**src/rtl/shift_pkg.sv**
```systemverilog
// rtl/shift_pkg.sv - shared widths and FSM state encodings for the shift stages
package shift_pkg;

    localparam int DEFAULT_WIDTH = 32;
    localparam int DEFAULT_SHW   = 5;

    localparam logic [1:0] IDLE_ENC  = 2'b00;
    localparam logic [1:0] SHIFT_ENC = 2'b01;
    localparam logic [1:0] DONE_ENC  = 2'b10;

    typedef enum logic [1:0] {
        ST_IDLE  = IDLE_ENC,
        ST_SHIFT = SHIFT_ENC,
        ST_DONE  = DONE_ENC
    } state_e;

endpackage

```
**src/rtl/shift_right_1.sv**
```systemverilog
// rtl/shift_right_1.sv - combinational 1-bit right-shift mux stage
module shift_right_1 #(
    parameter int WIDTH = shift_pkg::DEFAULT_WIDTH
) (
    input  logic [WIDTH-1:0] input_a,
    input  logic             fill,
    input  logic             S,
    output logic [WIDTH-1:0] shift_result
);

    genvar i;
    generate
        for (i = 0; i < WIDTH; i++) begin : g_bit
            logic hi;
            if (i == WIDTH - 1) begin : g_msb
                assign hi = fill;
            end else begin : g_low
                assign hi = input_a[i+1];
            end
            // AND-OR mux per bit, matching the left-shift stage
            assign shift_result[i] = (S & hi) | (~S & input_a[i]);
        end
    endgenerate

endmodule

```
**src/rtl/shift_right_seq.sv**
```systemverilog
// rtl/shift_right_seq.sv - iterative right shifter, one bit per clock, start/done handshake
module shift_right_seq
    import shift_pkg::*;
#(
    parameter int WIDTH = DEFAULT_WIDTH,
    parameter int SHW   = DEFAULT_SHW
) (
    input  logic             clk,
    input  logic             reset,
    input  logic             start,
    input  logic [WIDTH-1:0] input_a,
    input  logic [SHW-1:0]   shamt,
    input  logic             arith,
    output logic             busy,
    output logic             done,
    output logic [WIDTH-1:0] shift_result
);

    localparam logic [SHW-1:0] COUNT_ONE = {{(SHW-1){1'b0}}, 1'b1};

    state_e           state_q, state_d;
    logic [WIDTH-1:0] data_q, data_d;
    logic [SHW-1:0]   count_q, count_d;
    logic             fill_q, fill_d;
    logic [WIDTH-1:0] stage_out;
    logic             stage_en;

    assign stage_en = (state_q == ST_SHIFT);

    shift_right_1 #(.WIDTH(WIDTH)) u_stage (
        .input_a      (data_q),
        .fill         (fill_q),
        .S            (stage_en),
        .shift_result (stage_out)
    );

    always_comb begin
        state_d = ST_IDLE;
        data_d  = stage_out;
        count_d = count_q;
        fill_d  = fill_q;
        case (state_q)
            ST_IDLE, ST_DONE: begin
                if (start) begin
                    data_d  = input_a;
                    count_d = shamt;
                    fill_d  = arith & input_a[WIDTH-1];
                    state_d = (shamt == '0) ? ST_DONE : ST_SHIFT;
                end else begin
                    state_d = ST_IDLE;
                end
            end
            ST_SHIFT: begin
                count_d = count_q - COUNT_ONE;
                state_d = (count_q == COUNT_ONE) ? ST_DONE : ST_SHIFT;
            end
            default: state_d = ST_IDLE;
        endcase
    end

    always_ff @(posedge clk or posedge reset) begin
        if (reset) begin
            state_q <= ST_IDLE;
            data_q  <= '0;
            count_q <= '0;
            fill_q  <= 1'b0;
        end else begin
            state_q <= state_d;
            data_q  <= data_d;
            count_q <= count_d;
            fill_q  <= fill_d;
        end
    end

    assign busy         = (state_q == ST_SHIFT);
    assign done         = (state_q == ST_DONE);
    assign shift_result = data_q;

endmodule

```
**config.mk**
```make
export PLATFORM = sky130hd
export DESIGN_NAME = shift_right_seq
export DESIGN_NICKNAME = d
export VERILOG_FILES = /design/src/rtl/shift_pkg.sv /design/src/rtl/shift_right_1.sv /design/src/rtl/shift_right_seq.sv
export SDC_FILE = /design/constraint.sdc
export NUM_CORES = 1
export LEC_CHECK = 0
export ABC_AREA = 1
export CORE_MARGIN = 4
export CORE_UTILIZATION = 35
export DETAILED_ROUTE_END_ITERATION = 8
export PLACE_DENSITY = 0.7
export SYNTH_ARGS = -nofsm -noshare
export SYNTH_HDL_FRONTEND = slang
export SYNTH_HIERARCHICAL = 1
export SYNTH_SLANG_ARGS = --single-unit
```
**constraint.sdc**
```tcl
create_clock -name clk -period 4.25 [get_ports clk]
set_clock_uncertainty 0.15 [all_clocks]
set_input_delay 0.85 -clock clk [delete_from_list [all_inputs] [get_ports clk]]
set_output_delay 0.85 -clock clk [all_outputs]
set_load 0.005 [all_outputs]
```
==> impl_results.md, run 1 <==
* VDD IR max at ~0.4 mV
* Flop pwr share at 36.1%
* Sw Share at 40.5%
* Final Hold Fails at 0
* DRT iter0 DRCs at 97
* Die area at approximately 7600 um^2
* Congestion Overflow GR at 0
* Input/output buffers at 74
* Synth warnings at 6
* Largest family of logic cells by synthesized area: simple AND/OR/NAND/NOR gates
* Post-synthesis adder-cell area fraction at under 10%
* Tot Pwr at 1.93 mW
* Drc violations at 0
* Clock Path Buffers at 2
* Measured slew at the worst slew-check pin at roughly 0.85 ns
* Syn Area/Cell at approximately 7.2 um^2
* Arr. time, crit path at 1.47 ns
* Most frequent cells in the layout: 205 x nand2_1, 74 x clkdlybuf4s50_1, 40 x dfrtp_1
* Clock power frac at approximately 12%
* Metal2 WL at about 2.7 mm
* Syn Nets at roughly 350
* Vias in the first global route at around 2000
* DR vias at ~2000
* Hold buffers post-CTS at 0
* Synth top area cells: dfrtp_1 46%, nand2_1 35%, nand2_2 3.7%, buf_6 3.6%, clkbuf_8 1.9%
* Top Ports at 75
* Hold Crit Class: reg2reg
* Worst-Skew Late Latency at between 0.2 and 0.3 ns
* DRT Wirelength at about 5.4 mm
* Fin worst setup slack at between 1.5 and 2 ns
* Synth-to-Final Area Change at 34.5%
* Leakage at between 1.5 and 2 nW
* Clk sinks at 40
* Worst setup EP type: output pin
* Setup-failing EPs final at 0
* Core Region at roughly 6000 um^2
* Max Used Layer: met4
* Post-route antenna net violation count at 0
* Via density at about 4.5
* Post-Syn Area at approximately 2200 um^2
* Antenna Cells at 0
* XOR/XNOR Fraction of Synth Area at less than 1%
* Post-synthesis sequential area ratio at a little under half
* CP Max Fanout at 7
* Compound-Gate Fraction of Synth Area at 1.54%
* Setup Fix Bufs, Post-CTS at 0
* Final Util at about half
* Initial antenna violation count at 0
* Critical path class: reg2out
* Nets at between 400 and 500
* Place WS at ~1.9 ns
* CTS root buf: clkbuf_8
* All-Layer GR Usage at 15.0%
* Die height at 87.1 um
* Yosys top cell area share at approximately 46%
* Fillers at 595
* Row cnt at 28
* CP required at 3.25 ns
* Tcrit/Tclk final at approximately three fifths
* Post-DP HPWL at 3.62 mm
* Initial Util at around 37%
* Cell Int Power at ~1.1 mW
* DR WL met3 at ~380 um
* Synth Instances at around 300
* Die X at 87.1 um
* Status: finished clean
* NetSw at 0.780 mW
* RSZ-0062 raised after global routing: false
* Cell taking the most area after synthesis: dfrtp_1
* CTS tree: built
* Largest net degree at the start of global routing at slightly above 40
* Clk pin slew, worst setup/hold paths at about 0.070 ns
* Gate power share at 52.3%
* Post-synthesis register bit count at 40
* Power Density at approximately 650 nW/um^2
* Hold Slack at 0.358 ns
* Setup TNS at 0 ns
* Post-CTS Resized at 0
* H-tree depth at 2
* Slew HR at roughly 43%
* Slew Limit Fails at 0
* Multiplexer share of the synthesized area at 0%
* Worst setup SP type: flop
* Per-cell routed wire length at between 10 and 15 um
* Layout cells sized above 1 at ~6.2%
* Commonest non-fill, non-tap cell in the layout: nand2_1
* 1st-pass router iterations at 4
* FMAX at between 400 and 500 MHz
* First-pass GRT wire length at 9.16 mm
* Max-cap violation count at 0
* Gp weighted congestion at 0.769
* Post-synthesis cell type count at 18
* Min cycle time layout at roughly 2.5 ns
* Met1 WL at 2.38 mm
* Simple-gate share of the synthesized area at 41.4%
* Total CTS buffers at 5
==> worst max-delay path, stage by stage, from the launching register on <==
cell and delay [ns]:
dfrtp_1 0.36, inv_1 0.06, nand2_1 0.14, inv_1 0.11, clkdlybuf4s50_1 0.50
==> cells by family (layout without fill, tap and decap cells) <==
family                     Yosys count  count (layout)
AOI/OAI and AO/OA                    6               6
xor gates and xnor gates             1               1
adders and majority gates            2               2
buffers and inverters               26              93
DFF                                 40              40
and+or+nand+nor                    231             231
==> area by class of cell <==
| class | instances | area [um^2] | share of cell area (%) |
|---|---|---|---|
| flip-flops and latches | 40 | 1000 | 34.0 |
| multi-input cells | 240 | 976 | 33.1 |
| repair buffers | 76 | 756 | 25.6 |
| well taps | 75 | 93.8 | 3.18 |
| clock buffers | 5 | 68.8 | 2.33 |
| inverters | 12 | 52.6 | 1.78 |
==> state kept, by name (all words and copies together), names as in the netlist <==
name,flops
state_q,2
fill_q,1
shift_result,32
count_q,5
==> synth_stat cells <==
library cell / instances
xor2_1: 1
ha_1: 2
a21oi_1: 1
nand2_1: 205
nand3_1: 7
inv_2: 1
inv_8: 1
nand2_2: 13
inv_1: 10
dfrtp_1: 40
o211ai_1: 1
buf_12: 1
o21ai_0: 3
o22ai_1: 1
nor2_1: 6
buf_4: 3
clkbuf_8: 3
buf_6: 7
==> power groups by stage <==
stage          Clock [mW]  Sequential [mW]  Combinational (mW)
6_report            0.224            0.695                1.01
5_1_grt             0.251            0.723                1.14
4_1_cts             0.239            0.697                1.02
3_5_place_dp            0            0.703                1.02
3_3_place_gp            0            0.697               0.990
2_1_floorplan           0            0.686               0.677
==> metrics by stage <==
| stage | area [um^2] | cells |
|---|---|---|
| after floorplan | 2190 | 306 |
| after global placement | 2880 | 443 |
| after detailed placement | 2880 | 443 |
| after CTS | 2950 | 448 |
| after global routing | 2950 | 448 |
| final | 2950 | 448 |
==> final timing paths <==
check                              endpoint  startpoint  slack, ns  depth (start not counted)
setup / recovery                       busy  state_q[1]       1.78                          4
hold / removal                       fill_q      fill_q       0.36                          2
setup reg to reg           shift_result[11]  state_q[1]       2.45                          9
hold reg to reg                      fill_q      fill_q       0.36                          2
max in group asynchronous   shift_result[7]       reset       2.50                          2
min in group asynchronous  shift_result[21]       reset       0.90                          2
==> layer usage <==
metal  track usage [%]  vias up
li1                  -     1049
met4              3.49        0
met3              4.45        2
met1              19.2      912
met5                 0        -
met2              25.1       50
(Power assumes the default switching activity.)
==> inputs of run 2 (changes only) <==
- clock period: 4.25 -> 2.3 ns (I/O delays scaled with it)
==> impl_results.md, run 2 (synthesis gave the netlist of run 1 again) <==
* Max FFs per register at 32 (unchanged)
* Leakage at 1.60 nW (+3.0%)
* Setup Fix Bufs, Post-CTS at 0 (unchanged)
* Worst setup EP type: output pin
* First-pass GRT wire length at 9.05 mm (-1.2%)
* Worst-Skew Late Latency at 0.29 ns (about the same)
* Layout Cell Area excl Fill at 3040 um^2 (+3.1%)
* Vias in the first global route at 1962 (-0.41%)
* Layout cells sized above 1 at 7.65% (+1.5 points)
* Largest net degree at the start of global routing at 41 (unchanged)
* Antenna Cells at 0 (unchanged)
* Reg-to-reg critical path startpoint: state_q[1]
* FMAX at 479 MHz
* Tcrit/Tclk final at roughly 91%
* H-tree depth at 2 (unchanged)
* Max-cap violation count at 0 (unchanged)
* Post-DP HPWL at 3.74 mm (+3.3%)
* Area post-placement at 2910 um^2 (+1.2%)
* Critical path class: reg2out
* CP Max Fanout at 7 (unchanged)
* Status: finished clean
* Nets at 421 (+0.72%)
* Measured slew at the worst slew-check pin at 0.533 ns (-0.321 ns)
* Core Region at 5990 um^2 (unchanged)
* Hold EP: fill_q
* VDD IR max at 0.864 mV (+120%)
* Via density at 4.54 (+1.1%)
* Die X at 87.1 um (unchanged)
* Worst setup SP type: flop
* 1st-pass router iterations at 4 (unchanged)
* Commonest non-fill, non-tap cell in the layout: nand2_1
* Post-CTS Resized at 0 (unchanged)
* Synth-to-Final Area Change at 38.7%
* DRT iter0 DRCs at 113 (+16%)
* Clk sinks at 40 (unchanged)
* Input/output buffers at 74 (unchanged)
* R2R cell count at 9 (unchanged)
* Fillers at 600 (+0.84%)
* Min cycle time layout at 2.09 ns
* Initial Util at 36.6% (unchanged)
* RSZ-0062 raised after global routing: false
* Die area at 7590 um^2 (unchanged)
* Total CTS buffers at 5 (unchanged)
* Hold depth at 2 (unchanged)
* Arr. time, crit path at 1.48 ns (about the same)
* Top Ports at 75 (unchanged)
* Power Density at 1250 nW/um^2 (+91%)
* Row cnt at 28 (unchanged)
* Per-cell routed wire length at 11.8 um (-2.4%)
* Clock Path Buffers at 2 (unchanged)
* Multi-input gate area at 976 um^2 (unchanged)
* Setup-failing EPs final at 0 (unchanged)
* CTS root buf: clkbuf_8
* CP max stage cell: clkdlybuf4s50_1
* Post-route antenna net violation count at 0 (unchanged)
* Most frequent cells in the layout: 205 x nand2_1, 74 x clkdlybuf4s50_1, 40 x dfrtp_1
* Reg2Reg Setup Slack at 0.50 ns (-1.95 ns)
* DR vias at 2062 (+2.4%)
* Gp weighted congestion at 0.798 (+3.8%)
* Final Hold Fails at 0 (unchanged)
* Initial antenna violation count at 0 (unchanged)
* Drc violations at 0 (unchanged)
* Register area at 1000 um^2 (unchanged)
* DRT Wirelength at 5.37 mm (-1.1%)
* Hold buffers post-CTS at 0 (unchanged)
* Clk pin slew, worst setup/hold paths at 0.08 ns (about the same)
* Slew Limit Fails at 0 (unchanged)
* Worst hold start: fill_q
* Setup TNS at 0 ns (unchanged)
* Hold Crit Class: reg2reg
* Slew HR at 64.4% (+21 points)
* All-Layer GR Usage at 14.8% (-0.23 points)
* CTS tree: built
* Congestion Overflow GR at 0 (unchanged)
* CP required at 1.69 ns (-1.56 ns)
* CP peak stage delay at 0.50 ns (about the same)
* Reg-to-Reg End: shift_result[6]
* Top cell by count, worst path: inv_1
* CP Cell Sequence: inv_1 > nand2_1 > inv_1 > clkdlybuf4s50_1
* Die height at 87.1 um (unchanged)
[run 2: changes by cell type in the layout (fill, tap and decap cells not counted), sizes merged]
cell | previous run | this run
buf | 2 | 5
bufinv | 0 | 1
clkbuf | 5 | 7
[run 2: per-stage QoR]
step	util [%]	total power [mW]	hold slack [ns]	cells	setup slack (ns)
after floorplan	-	2.52	0.303	306	0.772
after global placement	48.6	3.13	0.321	446	0.529
final	50.8	3.80	0.360	454	0.211
after global routing	50.8	4.17	0.370	454	0.106
after detailed placement	48.6	3.19	0.347	446	0.521
after CTS	50.8	3.84	0.367	454	0.191
[run 2: cell type report]
cell class,instances,area share (%)
repair buffers,79,26.0
clock inverters,1,0.988
multi-input cells,240,32.1
inverters,12,1.73
clock buffers,7,3.17
well taps,75,3.09
flip-flops and latches,40,32.9
[run 2: layer usage]
layer	part of all wire (%)	track usage [%]	wire length [um]	vias to the layer above
met5	0	0	0	-
met4	0.37	3.35	20	0
met3	6.3	3.69	337	2
met2	48	24.8	2590	54
met1	45	19.3	2420	951
li1	-	-	-	1055
[run 2: how the worst max path moves through the flow]
stage	cells after the start	startpoint	end	slack, ns
floorplan	1	reset	count_q[0]	0.77
global placement	4	state_q[1]	busy	0.53
detailed placement	6	start	shift_result[11]	0.52
CTS	4	state_q[1]	busy	0.19
global route	4	state_q[1]	busy	0.11
finish	4	state_q[1]	busy	0.21
[run 2: critical path: cells and delay by family (launching register included)]
kind | cells | cell delay (ns)
and+or+nand+nor | 1 | 0.14
DFF | 1 | 0.36
buffers and inverters | 3 | 0.68
[run 2: power by group]
part           leakage (nW)  switching (mW)  internal, mW
Sequential            0.503           0.268          1.02
Clock                0.0645           0.246         0.383
Combinational          1.03           0.953         0.925
Total                  1.60            1.47          2.33
==> inputs of run 3 (changes only) <==
- clock period: 2.3 -> 2.1 ns (I/O delays scaled with it)
==> impl_results.md, run 3 (synthesis gave the netlist of run 1 again) <==
* Antenna Cells at 0 (unchanged)
* CP startpoint: state_q[1]
* Commonest non-fill, non-tap cell in the layout: nand2_1
* Reg-to-Reg End: shift_result[6]
* Synth-to-Final Area Change at 37.3%
* Total CTS buffers at 5 (unchanged)
* RSZ-0062 raised after global routing: false
* DRT iter0 DRCs at 84 (-26%)
* Final Hold Fails at 0 (unchanged)
* Reg-to-reg critical path startpoint: state_q[1]
* Drc violations at 0 (unchanged)
* Setup Fix Bufs, Post-CTS at 0 (unchanged)
* Arr. time, crit path at 1.41 ns (-0.07 ns)
* Initial Util at 36.6% (unchanged)
* Die area at 7590 um^2 (unchanged)
* Slew HR at 72.0% (+7.5 points)
* First-pass GRT wire length at 9.00 mm (-0.53%)
* Clock Path Buffers at 2 (unchanged)
* All-Layer GR Usage at 14.9% (+0.15 points)
* H-tree depth at 2 (unchanged)
* Input/output buffers at 74 (unchanged)
* Worst setup EP type: output pin
* Post-route antenna net violation count at 0 (unchanged)
* Clk sinks at 40 (unchanged)
* Setup-failing EPs final at 0 (unchanged)
* CP required at 1.53 ns (-0.16 ns)
* Setup crit end: busy
* Worst-Skew Late Latency at 0.28 ns (about the same)
* Status: finished clean
* Initial antenna violation count at 0 (unchanged)
* Measured slew at the worst slew-check pin at 0.421 ns (-0.113 ns)
* Slew Limit Fails at 0 (unchanged)
* Post-DP HPWL at 3.85 mm (+2.9%)
* Worst setup SP type: flop
* Critical path class: reg2out
* Per-cell routed wire length at 12.0 um (+1.2%)
* Most frequent cells in the layout: 204 x nand2_1, 74 x clkdlybuf4s50_1, 40 x dfrtp_1
* CTS tree: built
* Clk pin slew, worst setup/hold paths at 0.08 ns (about the same)
* VDD IR max at 0.821 mV (-5.0%)
* DR vias at 2080 (+0.87%)
* CTS root buf: clkbuf_8
* Power Density at 1330 nW/um^2 (+6.3%)
* Reg2Reg Setup Slack at 0.34 ns (-0.16 ns)
* Hold buffers post-CTS at 0 (unchanged)
* Core Region at 5990 um^2 (unchanged)
* Gp weighted congestion at 0.753 (-5.6%)
* Hold Crit Class: in2async
* Die height at 87.1 um (unchanged)
* Top Ports at 75 (unchanged)
* Max-cap violation count at 0 (unchanged)
* Tcrit/Tclk final at between 90% and 100%
* Vias in the first global route at 2002 (+2.0%)
* Setup TNS at 0 ns (unchanged)
* 1st-pass router iterations at 4 (unchanged)
* FMAX at 506 MHz
* Die X at 87.1 um (unchanged)
* Min cycle time layout at roughly 2 ns
* R2R cell count at 9 (unchanged)
* Congestion Overflow GR at 0 (unchanged)
* Nets at 421 (unchanged)
* DRT Wirelength at 5.43 mm (+1.2%)
* Hold Slack at 0.289 ns (-0.0706 ns)
* Layout cells sized above 1 at 7.92% (+0.26 points)
* Max FFs per register at 32 (unchanged)
* Largest net degree at the start of global routing at 39 (-4.9%)
* CP Max Fanout at 7 (unchanged)
* Row cnt at 28 (unchanged)
* Leakage at 1.59 nW (-0.71%)
* Via density at 4.58 (+0.87%)
* Final Util at 50.2% (-0.52 points)
run 3: cell types whose count changed in the layout (fill, tap and decap cells not counted):
cell       change
clkinv_2       +2
nand2_2        +1
clkbuf_8       -1
bufinv_16      -1
nand2_1        -1
run 3: layout make-up:
class / count / area (um^2)
Clock buffer: 6 / 82.6
Sequential cell: 40 / 1000
Inverter: 12 / 52.6
Fill cell: 583 / 2980
Clock inverter: 2 / 10.0
Timing Repair Buffer: 79 / 791
Multi-Input combinational cell: 240 / 978
Tap cell: 75 / 93.8
run 3: repair_timing:
action | in CTS | in global routing
gates resized for setup | 0 | 1
endpoints found under the setup margin | 0 | 1
endpoints found under the hold margin | 0 | 0
run 3: per-stage QoR:
step | power (mW) | std cells | area, um^2 | worst slack (ns)
final | 3.99 | 454 | 3010 | 0.123
after global routing | 4.41 | 454 | 3010 | 0.0242
after CTS | 4.04 | 454 | 3010 | 0.0467
after detailed placement | 3.49 | 446 | 2910 | 0.276
after global placement | 3.42 | 446 | 2910 | 0.277
after floorplan | 2.76 | 306 | 2190 | 0.612
run 3: layer usage:
layer	GRT usage, %	part of all wire (%)
met5	0	0
met4	5.02	0.57
met3	4.45	7.7
met2	24.9	48
met1	18.4	44
run 3: worst min path at each step:
stage                     slack, ns          endpoint  startpoint
after floorplan                0.30            fill_q      fill_q
after global placement         0.32            fill_q      fill_q
after detailed placement       0.34            fill_q      fill_q
after CTS                      0.30  shift_result[21]       reset
after global routing           0.30  shift_result[23]       reset
final                          0.29  shift_result[21]       reset
run 3: power by group:
| part | switching, mW | internal, mW | total [mW] |
|---|---|---|---|
| Clock | 0.268 | 0.262 | 0.530 |
| Combinational | 1.05 | 1.01 | 2.06 |
| Sequential | 0.290 | 1.12 | 1.41 |
run 3: critical path, cell delays in order, from the launching register on:
cell and delay, ns:
dfrtp_1 0.36, inv_1 0.07, nand2_2 0.10, inv_1 0.09, clkdlybuf4s50_1 0.50
